### src/rtl/remote_comm.sv
// rtl/remote_comm.sv - two-frame UART command transmitter and single-byte response receiver
// Optional response timeout is built when REMOTE_COMM_RESP_TMO_EN is defined.
module remote_comm #(
  parameter int          BAUD_DIV = 5208,
  parameter logic [31:0] TMO_CLKS = 32'd50_000_000
) (
  input  logic        clk,
  input  logic        rst_n,
  input  logic        send_cmd,
  input  logic [15:0] cmd,
  output logic        cmd_snt,
  output logic        TX,
  input  logic        RX,
  output logic [7:0]  resp,
  output logic        resp_rdy,
  input  logic        clr_resp_rdy,
  output logic        resp_tmo
);
  localparam int            BW        = $clog2(BAUD_DIV);
  localparam logic [BW-1:0] BAUD_LAST = BW'(BAUD_DIV - 1);
  localparam logic [BW-1:0] BAUD_HALF = BW'(BAUD_DIV / 2);

  typedef enum logic [1:0] {TX_IDLE, TX_HIGH, TX_LOW, TX_DONE} tx_state_e;
  typedef enum logic [1:0] {RX_IDLE, RX_START, RX_DATA, RX_STOP} rx_state_e;

  tx_state_e     tx_state_q, tx_state_d;
  logic [9:0]    tx_sh_q, tx_sh_d;
  logic [7:0]    cmd_lo_q, cmd_lo_d;
  logic [BW-1:0] tx_baud_q, tx_baud_d;
  logic [3:0]    tx_bit_q, tx_bit_d;
  logic          tx_q, cmd_snt_q, cmd_acc;

  always_comb begin
    tx_state_d = tx_state_q;
    tx_sh_d    = tx_sh_q;
    cmd_lo_d   = cmd_lo_q;
    tx_baud_d  = tx_baud_q;
    tx_bit_d   = tx_bit_q;
    cmd_acc    = 1'b0;
    case (tx_state_q)
      TX_IDLE: begin
        if (send_cmd) begin
          cmd_acc    = 1'b1;
          tx_sh_d    = {1'b1, cmd[15:8], 1'b0};
          cmd_lo_d   = cmd[7:0];
          tx_baud_d  = '0;
          tx_bit_d   = '0;
          tx_state_d = TX_HIGH;
        end
      end
      TX_HIGH, TX_LOW: begin
        if (tx_baud_q == BAUD_LAST) begin
          tx_baud_d = '0;
          if (tx_bit_q == 4'd9) begin
            tx_bit_d = '0;
            // Low-byte frame follows the high-byte stop bit with no idle gap.
            if (tx_state_q == TX_HIGH) begin
              tx_sh_d    = {1'b1, cmd_lo_q, 1'b0};
              tx_state_d = TX_LOW;
            end else begin
              tx_state_d = TX_DONE;
            end
          end else begin
            tx_bit_d = tx_bit_q + 4'd1;
            tx_sh_d  = {1'b1, tx_sh_q[9:1]};
          end
        end else begin
          tx_baud_d = tx_baud_q + BW'(1);
        end
      end
      default: tx_state_d = TX_IDLE;
    endcase
  end

  always_ff @(posedge clk) begin
    if (!rst_n) begin
      tx_state_q <= TX_IDLE;
      tx_sh_q    <= '1;
      cmd_lo_q   <= '0;
      tx_baud_q  <= '0;
      tx_bit_q   <= '0;
      tx_q       <= 1'b1;
      cmd_snt_q  <= 1'b0;
    end else begin
      tx_state_q <= tx_state_d;
      tx_sh_q    <= tx_sh_d;
      cmd_lo_q   <= cmd_lo_d;
      tx_baud_q  <= tx_baud_d;
      tx_bit_q   <= tx_bit_d;
      tx_q       <= (tx_state_q == TX_HIGH || tx_state_q == TX_LOW) ? tx_sh_q[0] : 1'b1;
      cmd_snt_q  <= (tx_state_q == TX_DONE);
    end
  end

  assign TX      = tx_q;
  assign cmd_snt = cmd_snt_q;

  rx_state_e     rx_state_q, rx_state_d;
  logic          rx_s1_q, rx_s2_q, rx_s3_q;
  logic [BW-1:0] rx_baud_q, rx_baud_d;
  logic [2:0]    rx_bit_q, rx_bit_d;
  logic [7:0]    rx_sh_q, rx_sh_d;
  logic [7:0]    resp_q, resp_d;
  logic          resp_rdy_q, resp_rdy_d;
  logic          rx_valid, rx_fall, rx_mid;

  // rx_s3_q is the previous synchronised level, used only for edge detection.
  assign rx_fall = rx_s3_q & ~rx_s2_q;
  assign rx_mid  = (rx_baud_q == '0);

  always_comb begin
    rx_state_d = rx_state_q;
    rx_baud_d  = rx_baud_q;
    rx_bit_d   = rx_bit_q;
    rx_sh_d    = rx_sh_q;
    rx_valid   = 1'b0;
    if (rx_state_q != RX_IDLE) begin
      rx_baud_d = rx_mid ? BAUD_LAST : rx_baud_q - BW'(1);
    end
    case (rx_state_q)
      RX_IDLE: begin
        if (rx_fall) begin
          rx_baud_d  = BAUD_HALF;
          rx_state_d = RX_START;
        end
      end
      RX_START: begin
        if (rx_mid) begin
          rx_bit_d   = '0;
          rx_state_d = rx_s2_q ? RX_IDLE : RX_DATA;
        end
      end
      RX_DATA: begin
        if (rx_mid) begin
          rx_sh_d  = {rx_s2_q, rx_sh_q[7:1]};
          rx_bit_d = rx_bit_q + 3'd1;
          if (rx_bit_q == 3'd7) rx_state_d = RX_STOP;
        end
      end
      default: begin
        if (rx_mid) begin
          rx_valid   = rx_s2_q;
          rx_state_d = RX_IDLE;
        end
      end
    endcase
    resp_d     = rx_valid ? rx_sh_q : resp_q;
    resp_rdy_d = rx_valid | (resp_rdy_q & ~clr_resp_rdy);
  end

  always_ff @(posedge clk) begin
    if (!rst_n) begin
      rx_s1_q    <= 1'b1;
      rx_s2_q    <= 1'b1;
      rx_s3_q    <= 1'b1;
      rx_state_q <= RX_IDLE;
      rx_baud_q  <= '0;
      rx_bit_q   <= '0;
      rx_sh_q    <= '0;
      resp_q     <= '0;
      resp_rdy_q <= 1'b0;
    end else begin
      rx_s1_q    <= RX;
      rx_s2_q    <= rx_s1_q;
      rx_s3_q    <= rx_s2_q;
      rx_state_q <= rx_state_d;
      rx_baud_q  <= rx_baud_d;
      rx_bit_q   <= rx_bit_d;
      rx_sh_q    <= rx_sh_d;
      resp_q     <= resp_d;
      resp_rdy_q <= resp_rdy_d;
    end
  end

  assign resp     = resp_q;
  assign resp_rdy = resp_rdy_q;

`ifdef REMOTE_COMM_RESP_TMO_EN
  logic [31:0] tmo_cnt_q, tmo_cnt_d;
  logic        tmo_run_q, tmo_run_d, resp_tmo_q, resp_tmo_d;

  always_comb begin
    tmo_cnt_d  = tmo_cnt_q;
    tmo_run_d  = tmo_run_q;
    resp_tmo_d = resp_tmo_q;
    if (rx_valid || cmd_acc) begin
      tmo_cnt_d  = '0;
      tmo_run_d  = 1'b0;
      resp_tmo_d = 1'b0;
    end else if (cmd_snt_q) begin
      tmo_cnt_d = '0;
      tmo_run_d = 1'b1;
    end else if (tmo_run_q && !resp_rdy_q) begin
      tmo_cnt_d = tmo_cnt_q + 32'd1;
      if (tmo_cnt_d == TMO_CLKS) begin
        resp_tmo_d = 1'b1;
        tmo_run_d  = 1'b0;
      end
    end
  end

  always_ff @(posedge clk) begin
    if (!rst_n) begin
      tmo_cnt_q  <= '0;
      tmo_run_q  <= 1'b0;
      resp_tmo_q <= 1'b0;
    end else begin
      tmo_cnt_q  <= tmo_cnt_d;
      tmo_run_q  <= tmo_run_d;
      resp_tmo_q <= resp_tmo_d;
    end
  end

  assign resp_tmo = resp_tmo_q;
`else
  assign resp_tmo = 1'b0;
`endif

endmodule
### config.mk
export PLATFORM = sky130hd
export DESIGN_NAME = remote_comm
export DESIGN_NICKNAME = d
export VERILOG_FILES = /design/src/rtl/remote_comm.sv
export SDC_FILE = /design/constraint.sdc
export NUM_CORES = 1
export LEC_CHECK = 0
export BUFFER_PORTS_ARGS = -buffer_cell sky130_fd_sc_hd__buf_4
export CORE_UTILIZATION = 35
export CTS_CLUSTER_SIZE = 16
export DETAILED_ROUTE_END_ITERATION = 16
export MAX_ROUTING_LAYER = met4
export PLACE_DENSITY = 0.48
export SYNTH_ARGS = -nofsm -noshare
export SYNTH_HDL_FRONTEND = slang
export SYNTH_SLANG_ARGS = --single-unit
### constraint.sdc
create_clock -name clk -period 2.51 [get_ports clk]
set_input_delay 0.251 -clock clk [delete_from_list [all_inputs] [get_ports clk]]
set_output_delay 0.251 -clock clk [all_outputs]
set_load 0.03 [all_outputs]
; ---- Yosys cells after proc, flatten, opt, wreduce, memory -nomap -nowiden
; Index checks and enable logic that the tools add are counted.
[word_totals]
inputBits = 21
ff_bits = 77
word_cells = 93
out_inout_bits = 12
[classes]
bitwise_logic = 5
addsub = 4
n_mux = 33
n_eq_ne = 16
reduce_logical = 19
[ops]
columns = operator, n
row1 = two-way mux 13 bit, 6
row2 = two-way mux 10 bit, 4
row3 = one-hot mux 13 bit (2 select lines), 1
row4 = one-hot mux 10 bit (2 select lines), 1
row5 = two-way mux 2 bit, 9
row6 = inequality test 2 bit (second input constant), 7
row7 = adder 13 x 1 -> 13 bit (second input constant), 1
row8 = equality test 13 bit (second input constant), 1
row9 = zero test 13 bit, 1
row10 = subtractor 13 x 1 -> 13 bit (second input constant), 1
row11 = two-way mux 4 bit, 3
row12 = AND reduction 3 bit, 3
row13 = one-hot mux 4 bit (2 select lines), 1
row14 = AND reduction 2 bit, 4
row15 = nonzero test 2 bit, 4
row16 = equality test 2 bit (second input constant), 3
row17 = two-way mux 3 bit, 2
row18 = one-hot mux 2 bit (3 select lines), 1
row19 = one-hot mux 3 bit (2 select lines), 1
row20 = AND reduction 5 bit, 1
row21 = adder 4 x 1 -> 4 bit (second input constant), 1
row22 = equality test 2 x 1 -> 1 bit (second input constant), 2
row23 = equality test 4 bit (second input constant), 1
row24 = zero test 2 bit, 2
row25 = other kinds (12), 16

; ---- Longest topological paths before layout
; Gate-level depths: netlist of the first run.
[logic_depth]
word_depth = 5
depth_mapped = 9
ltp_nobuf = 7

; ---- Least setup slack after synthesis of the first run
; Ideal clock, no wire load.
[synth_timing]
path_type = reg2reg
startpoint = register rx_baud_q[0]
endpoint = register rx_sh_q[6]
stages_incl_launch_ff = 9
synth_period_minus_slack_ps = 2090
arrival_ps = 1975
slack_ps = 420
setup_time_ps = 115
n_path_buf = 1
required_time_ps = 2395
cell_sequence = dfxtp_1 > inv_1 > ha_1 > or4b_4 > nor4_4 > nand3b_4 > buf_6 > nand3_1 > o21ai_2
[synth_between]
elab_chain_len = 2
[synth_rtl]
columns = element, line
row1 = start: declaration, 100  ; logic [BW-1:0] rx_baud_q, rx_baud_d;
row2 = start signal: assignment, 167  ; rx_baud_q <= rx_baud_d;
row3 = zero test 13 bit, 109  ; assign rx_mid = (rx_baud_q == '0);
row4 = AND reduction 2 bit (no line), -
row5 = end signal: assignment, 169  ; rx_sh_q <= rx_sh_d;
row6 = end: declaration, 102  ; logic [7:0] rx_sh_q, rx_sh_d;
; No other way between the ends.
; A chain may end at the register's enable or synchronous reset.

; ---- Final worst setup path of the first run
[layout_timing]
startpoint = register rx_baud_q[0]
endpoint = register rx_baud_q[3]
[layout_between]
elab_chain_len = 5
elab_cells_between_ends = 6
cone_classes = 1 x add/sub / 4 x mux / 1 x reduce/logical
[layout_rtl]
columns = element, line
row1 = subtractor 13 x 1 -> 13 bit or zero test 13 bit (tied branches), "118, 109"
row2 = two-way mux 13 bit *, 118  ; rx_baud_d = rx_mid ? BAUD_LAST : rx_baud_q - BW'(1);
row3 = two-way mux 13 bit *, 117  ; if (rx_state_q != RX_IDLE) begin
row4 = two-way mux 13 bit, 122  ; if (rx_fall) begin
row5 = two-way mux 13 bit *, 120  ; case (rx_state_q)
; Every way passes the cells marked *; elsewhere a longest branch is shown, timed or not.

==> run summary, run 1 <==
IO Port Bufs -> 31
number of fill cells -> 980
Worst Setup End Kind -> flop
Core Footprint -> 9860 um2
number of nets in the layout -> 467
via/cell ratio -> 5.01
Synth Instances -> 411
top-count cell post-synth -> dfxtp_1
post-DP HPWL -> 4.99 mm
io pins -> 33
Slew @ Worst Pin -> 0.527 ns
register area -> 1520 um2
Final Max Tran Viols -> 0
synthesized net count -> 442
post-synth top area cell -> dfxtp_1
WS Path Type -> reg -> reg
Post-CTS Setup Bufs -> 0
CTS sink cnt -> 76
P_leak -> 0.00163 uW
CTS H-tree lvls -> 3
fraction of final layout cells sized beyond drive strength 1 -> 0.205
CTS tree -> built
CTS resizes -> 0
Design Area, Final -> 4230 um2
Peak supply drop -> 0.303 mV
slowest cell delay on critical path -> 0.51 ns
initial core utilization -> 0.365
Post-Route WL -> 7.47 mm
Slowest cell on crit path -> or4b_4
asr flop ratio synth -> 0
CTS max path bufs -> 2
post-synthesis sequential area ratio -> 0.422
die area -> 10700 um2
Worst slew margin -> 0.649
outcome -> complete, no violations
Worst Path Max Fanout -> 6
fin crit period -> 2.23 ns
Unique masters post-synth -> 52
Multi-input gate area -> 1910 um2
total CTS buffers -> 9
Ant. Diodes -> 0
via count -> 2870
Area growth, synth to finish -> 17.3%
Tot GR Track Use -> 0.156
Tightest Hold Check Type -> in -> reg
pin count of the biggest net entering global routing -> 51
first-pass GRT wire length -> 12.4 mm
CTS clk-pin slew, worst paths -> 0.08 ns
drt drc -> 0
First-pass DRT Iterations -> 4
clock root buffer -> clkbuf_8
initial antenna violation count -> 0
# Max-Cap Violations -> 0
dominant synthesized flop cell -> dfxtp_1
Chip Width -> 103 um
startpoint types -> flop
CP cell instances -> inv_1, ha_1, or4b_4, nor3_1, nor3b_4, nand2b_1, a21oi_1
largest cells by area after synthesis -> dfxtp_1, nand3_1, nand2_1
clk_skew -> 0.00785 ns
post-synthesis register bit count -> 76
initial DRC count -> 74
placed inst area -> 3950 um2
final hold slack -> 0.0851 ns
gpl congestion -> 0.783
post-route ant nets -> 0
Mapped Area -> 3600 um2
CTS Hold Bufs -> 0
Critical Path AT -> 2.44 ns
Synth Area per Inst -> 8.76 um2
EDFF count, synth -> 0
Chip Height -> 103 um
final worst path period share -> 0.889
worst path required time -> 2.72 ns
final hold vios -> 0
fmax -> 448 MHz
RSZ-0062 raised after global routing -> false
GRT overflow -> 0
vias in the first global route -> 2657
Ys Warns -> 0
clock latency on the worst-skew pair -> 0.34 ns
commonest cells in the netlist -> dfxtp_1, nand3_1, nand2_1
Setup Viol. Count Final -> 0
setup TNS -> 0 ns
routed len/inst -> 13.0 um
top-area cell type share of the netlist area -> 0.422
Util after Layout -> 0.428
PwrDens -> 757 nW/um2
std cell rows -> 36
[per-stage QoR]
step	total power, uW	setup WS [ns]	instances
global placement	1960	0.218	558
finish	3200	0.279	573
floorplan	1820	0.420	411
global route	3360	0.0845	573
detailed placement	1970	0.235	558
CTS	3240	0.207	573
[registers in the layout (all words and copies together), names as in the netlist, 2 cells and up]
name	cells
tx_state_q	2
resp	8
tx_baud_q	13
cmd_lo_q	8
tx_sh_q	9
rx_sh_q	8
rx_state_q	2
rx_bit_q	3
rx_baud_q	13
tx_bit_q	4
[cell usage in the layout, fill, tap and decap left out, types with 4 or more instances in the layout]
master,Yosys,final
nand3_1,45,45
ha_1,10,10
bufinv_16,0,4
nand2b_1,14,14
or3_1,6,6
o21ai_2,16,16
inv_1,15,15
nor2_1,27,27
and2_1,4,4
and3_1,4,4
nor3_1,8,8
xor2_1,10,10
o21ai_0,6,6
clkbuf_8,0,11
o211ai_1,5,5
a21oi_1,27,27
o2111ai_1,7,7
mux2i_1,6,6
dfxtp_1,76,76
buf_4,2,40
xnor2_1,7,7
nand3b_1,4,4
mux2_2,8,8
nand2_1,39,39
[worst paths after layout]
path / slack [ns] / start / to / depth (start not counted)
setup / recovery: 0.28 / rx_baud_q[0] / rx_baud_q[3] / 7
hold / removal: 0.09 / RX / rx_s1_q / 2
setup reg to reg: 0.28 / rx_baud_q[0] / rx_baud_q[3] / 7
hold reg to reg: 0.42 / rx_s1_q / rx_s2_q / 1
[power by group]
part           total (uW)  switching (uW)  internal [uW]
Combinational         589             322            268
Sequential           1350            65.2           1280
Clock                1260             448            811
Total                3200             835           2360
[worst max-delay path: cells and delay by family, from the launching register on]
kind | cells | cell delay, ns
AND/OR/NAND/NOR | 4 | 1.47
flip-flops | 1 | 0.33
AO/OA/AOI/OAI | 1 | 0.06
buffers and inverters | 1 | 0.06
adder cells (fa/ha/maj) | 1 | 0.18
[cell families (layout without fill, tap and decap cells)]
family / count (synthesis) / count (layout) / share of synthesized area
other: 1 / 1 / 0.00104
AND/OR/NAND/NOR: 180 / 180 / 0.273
flip-flops: 76 / 76 / 0.422
multiplexers: 14 / 14 / 0.0417
buffers and inverters: 41 / 70 / 0.0493
adder cells (fa/ha/maj): 10 / 10 / 0.0347
AO/OA/AOI/OAI: 72 / 72 / 0.137
XOR/XNOR: 17 / 17 / 0.0413
[layer usage]
layer | GRT usage | vias up | wire length, um | part of all wire
met5 | - | - | 0 | 0
met4 | 0.0683 | 0 | 111 | 0.015
met3 | 0.0289 | 10 | 202 | 0.027
met2 | 0.238 | 39 | 3290 | 0.44
met1 | 0.200 | 1334 | 3860 | 0.52
li1 | - | 1487 | - | -
[cell type report]
class / count / share of cell area
clock inverters: 4 / 0.0284
clock buffers: 11 / 0.0358
multi-input cells: 294 / 0.452
repair buffers: 40 / 0.0711
flip-flops and latches: 76 / 0.360
inverters: 15 / 0.0133
well taps: 133 / 0.0394
(Power assumes the default switching activity.)
==> run 2, diff against run 1 <==
Clock period 2.51 ns to 2.2 ns, I/O delays scaled along.
==> run summary, run 2 (synthesis results as in run 1) <==
Final Max Tran Viols -> 0
CP cell instances -> inv_1, ha_1, or4b_4, nor3_1, nor3b_2, nand2_1, and3_1
Ant. Diodes -> 0
Slew @ Worst Pin -> 0.492 ns
Chip Width -> 103 um
vias in the first global route -> 2718
via/cell ratio -> 4.90
CTS clk-pin slew, worst paths -> 0.08 ns
clock latency on the worst-skew pair -> 0.36 ns
commonest cells after routing, fill and taps aside -> dfxtp_1, buf_4, nand3_1
CTS sink cnt -> 76
slowest cell delay on critical path -> 0.50 ns
# Max-Cap Violations -> 0
post-route ant nets -> 0
commonest non-fill, non-tap cell in the layout -> dfxtp_1
Core Footprint -> 9860 um2
routed len/inst -> 12.7 um
CTS tree -> built
fmax -> 493 MHz
Worst slew margin -> 0.667
Post-Route WL -> 7.41 mm
Chip Height -> 103 um
std cell rows -> 36
Critical Path AT -> 2.27 ns
CTS max path bufs -> 2
PwrDens -> 793 nW/um2
first-pass GRT wire length -> 12.8 mm
pin count of the biggest net entering global routing -> 31
Tot GR Track Use -> 0.158
clk_skew -> 0.0156 ns
P_leak -> 0.00165 uW
total CTS buffers -> 9
initial DRC count -> 96
initial core utilization -> 0.365
IO Port Bufs -> 31
worst path required time -> 2.44 ns
die area -> 10700 um2
First-pass DRT Iterations -> 4
GRT overflow -> 0
fraction of final layout cells sized beyond drive strength 1 -> 0.224
drt drc -> 0
post-DP HPWL -> 5.20 mm
CTS H-tree lvls -> 3
io pins -> 33
setup TNS -> 0 ns
Slowest cell on crit path -> or4b_4
Setup Viol. Count Final -> 0
WS Path Type -> reg -> reg
biggest regs -> rx_baud_q (13), tx_baud_q (13), tx_sh_q (9)
Peak supply drop -> 0.382 mV
clock root buffer -> clkbuf_8
startpoint types -> flop
gpl congestion -> 0.745
final hold slack -> 0.0555 ns
RSZ-0062 raised after global routing -> false
Worst Path Max Fanout -> 4
number of nets in the layout -> 476
fin crit period -> 2.03 ns
via count -> 2859
Area growth, synth to finish -> 17.4%
initial antenna violation count -> 0
Tightest Hold Check Type -> in -> reg
final worst path period share -> 0.922
outcome -> complete, no violations
Worst Setup End Kind -> flop
final hold vios -> 0
-- run 2: cell types whose count changed in the layout (fill, tap and decap cells not counted), sizes merged --
cell / previous run / this run
bufinv: 4 / 1
clkinv: 0 / 4
buf: 40 / 49
clkbuf: 11 / 10
inv: 15 / 16
-- run 2: metal layers --
metal / wire (um) / vias up / track usage
met5: 0 / - / -
met4: 91 / 0 / 0.0596
met1: 3750 / 1294 / 0.201
li1: - / 1517 / -
met2: 3360 / 38 / 0.247
met3: 206 / 10 / 0.0309
-- run 2: final timing paths --
check	from	end	slack, ns	depth (start not counted)
setup / recovery	rx_baud_q[0]	rx_state_q[0]	0.17	7
hold / removal	RX	rx_s1_q	0.06	2
setup reg to reg	rx_baud_q[0]	rx_state_q[0]	0.17	7
hold reg to reg	rx_s1_q	rx_s2_q	0.42	1
-- run 2: stage by stage --
| step | cells | utilization | worst slack, ns | cell area (um2) | total power, uW |
|---|---|---|---|---|---|
| 5_1_grt | 583 | 0.429 | 0.0154 | 4230 | 3550 |
| 4_1_cts | 582 | 0.428 | 0.0645 | 4220 | 3390 |
| 2_1_floorplan | 411 | - | 0.110 | 3600 | 2070 |
| 3_5_place_dp | 566 | 0.406 | 0.0730 | 4010 | 2260 |
| 3_3_place_gp | 566 | 0.406 | 0.130 | 4010 | 2260 |
| 6_report | 583 | 0.429 | 0.171 | 4230 | 3350 |
-- run 2: what timing repair did --
item                                    in CTS  in global routing
gates resized for setup                      0                  1
buffers inserted                             0                  1
hold buffers                                 0                  0
endpoints found under the setup margin       0                 24
-- run 2: where the power goes --
group	internal, uW	switching, uW	total [uW]
combinational	336	369	705
sequential	1470	73.0	1540
clock	567	542	1110
total	2370	984	3350
-- run 2: worst max-delay path: cells and delay by family, from the launching register on --
kind                       cells  cell delay [ns]
DFF                            1             0.33
and+or+nand+nor                5             1.37
buffers and inverters          1             0.06
adders and majority gates      1             0.17
-- run 2: final cells by class --
cell class	instances	area (um2)
timing repair buffer	49	368
sequential	76	1520
tap	133	166
inverter	15	56.3
fill	1011	5640
multi-input combinational	294	1910
clock buffer	10	138
clock inverter	6	72.6
==> run 3, diff against run 2 <==
Settings changed: PLACE_DENSITY 0.48 to 0.5.
Clock period 2.2 ns to 1.8 ns, I/O delays scaled along.
==> run summary, run 3 (synthesis results as in run 1) <==
Critical Path AT -> 2.10 ns
Worst Path Max Fanout -> 8
Hold Startpoint -> cmd[3]
Worst Setup End Kind -> flop
failing checks -> setup timing
via count -> 3125
Util after Layout -> 0.504
Slew @ Worst Pin -> 0.506 ns
CTS sink cnt -> 76
fmax -> 541 MHz
Total Power -> 4530 uW
P_leak -> 0.00196 uW
Post-Route WL -> 8.31 mm
CTS H-tree lvls -> 3
startpoint types -> flop
vias in the first global route -> 2855
clk_skew -> 0.0104 ns
worst reg2reg path depth -> 8
CTS max path bufs -> 2
Final Max Tran Viols -> 0
Worst slew margin -> 0.661
initial core utilization -> 0.365
pin count of the biggest net entering global routing -> 28
gpl congestion -> 0.768
clock latency on the worst-skew pair -> 0.36 ns
commonest non-fill, non-tap cell in the layout -> buf_4
Tot GR Track Use -> 0.172
Tightest Hold Check Type -> in -> reg
initial DRC count -> 88
final hold slack -> 0.0803 ns
IO Port Bufs -> 31
initial antenna violation count -> 0
GRT overflow -> 0
post-DP HPWL -> 5.49 mm
reg2reg setup slack -> -0.05 ns
CTS clk-pin slew, worst paths -> 0.08 ns
fraction of final layout cells sized beyond drive strength 1 -> 0.400
Area growth, synth to finish -> 38.0%
worst path required time -> 2.05 ns
total CTS buffers -> 9
final hold vios -> 0
commonest cells after routing, fill and taps aside -> buf_4, dfxtp_1, nand2_1
Chip Width -> 103 um
worst hold path cell count -> 3
clock root buffer -> clkbuf_8
Chip Height -> 103 um
drt drc -> 0
post-route ant nets -> 0
routed len/inst -> 13.1 um
Final Worst Setup Slack -> -0.0486 ns
via/cell ratio -> 4.92
PwrDens -> 912 nW/um2
fin crit period -> 1.85 ns
final worst path period share -> 1.03
Ant. Diodes -> 0
biggest regs -> rx_baud_q (13), tx_baud_q (13), tx_sh_q (9)
first-pass GRT wire length -> 13.7 mm
die area -> 10700 um2
WS Path Type -> reg -> reg
worst hold path endpoint -> cmd_lo_q[3]
Core Footprint -> 9860 um2
outcome -> finished, violations left
io pins -> 33
Peak supply drop -> 0.470 mV
# Max-Cap Violations -> 0
Worst R2R End -> rx_sh_q[4]
CTS tree -> built
std cell rows -> 36
worst r2r src -> rx_baud_q[1]
number of nets in the layout -> 528
First-pass DRT Iterations -> 4
RSZ-0062 raised after global routing -> true
Setup Viol. Count Final -> 21
-- run 3: cell count changes in the layout (fill, tap and decap cells not counted), moves of 5 or more --
| cell | before | now |
|---|---|---|
| nand3_1 | 45 | 33 |
| buf_6 | 0 | 6 |
| nand3_2 | 1 | 12 |
| buf_4 | 49 | 89 |
| dfxtp_2 | 0 | 6 |
| nor2_1 | 27 | 22 |
| dfxtp_1 | 76 | 70 |
-- run 3: worst max-delay path by stage --
stage                        startpoint            end  slack (ns)
final                      rx_baud_q[1]     rx_sh_q[4]       -0.05
after global routing       rx_baud_q[1]     rx_sh_q[4]       -0.14
after CTS                  rx_baud_q[1]  rx_state_q[0]       -0.09
after detailed placement   rx_baud_q[1]  rx_state_q[0]       -0.17
after global placement    tx_baud_q[10]     tx_sh_q[6]       -0.17
after floorplan            rx_baud_q[1]     rx_sh_q[6]       -0.16
-- run 3: stage by stage --
stage / setup WS [ns] / instances / TNS (ns) / area (um2)
3_3_place_gp: -0.167 / 605 / -3.83 / 4350
4_1_cts: -0.0950 / 627 / -1.24 / 4730
2_1_floorplan: -0.164 / 411 / -2.60 / 3670
6_report: -0.0486 / 635 / -0.575 / 4970
3_5_place_dp: -0.171 / 605 / -4.97 / 4350
5_1_grt: -0.135 / 635 / -3.39 / 4970
-- run 3: layout make-up --
cell class	count	area, um2
clock buffers	10	138
repair buffers	98	766
fillers	957	4890
clock inverters	6	70.1
flip-flops and latches	76	1530
well taps	133	166
multi-input cells	297	2240
inverters	15	56.3
-- run 3: report_power, final --
group          leakage [uW]  internal (uW)  switching [uW]  total (uW)
Clock              0.000107            691             682        1370
Sequential         0.000620           1790            68.2        1860
Combinational       0.00123            655             645        1300
Total               0.00196           3140            1390        4530
-- run 3: per-layer routing --
| layer | track usage | share of wire |
|---|---|---|
| met3 | 0.0491 | 0.033 |
| met4 | 0.0455 | 0.010 |
| met2 | 0.275 | 0.46 |
| met5 | - | 0 |
| met1 | 0.213 | 0.49 |
-- run 3: worst max-delay path, cell delays in order (launching register included) --
cell and delay (ns):
dfxtp_2 0.33, inv_2 0.06, ha_4 0.12, or4b_4 0.50, nor4_4 0.21, buf_6 0.20, nand3b_4 0.17, nand3_2 0.11
o21ai_2 0.05
-- run 3: timing repair --
item,in CTS,in global routing
hold buffers,1,0
gates cloned,4,1
endpoints found under the hold margin,1,0
resized for setup,20,42
pin swaps,9,17
setup buffers,1,7
setup endpoints to repair,48,51
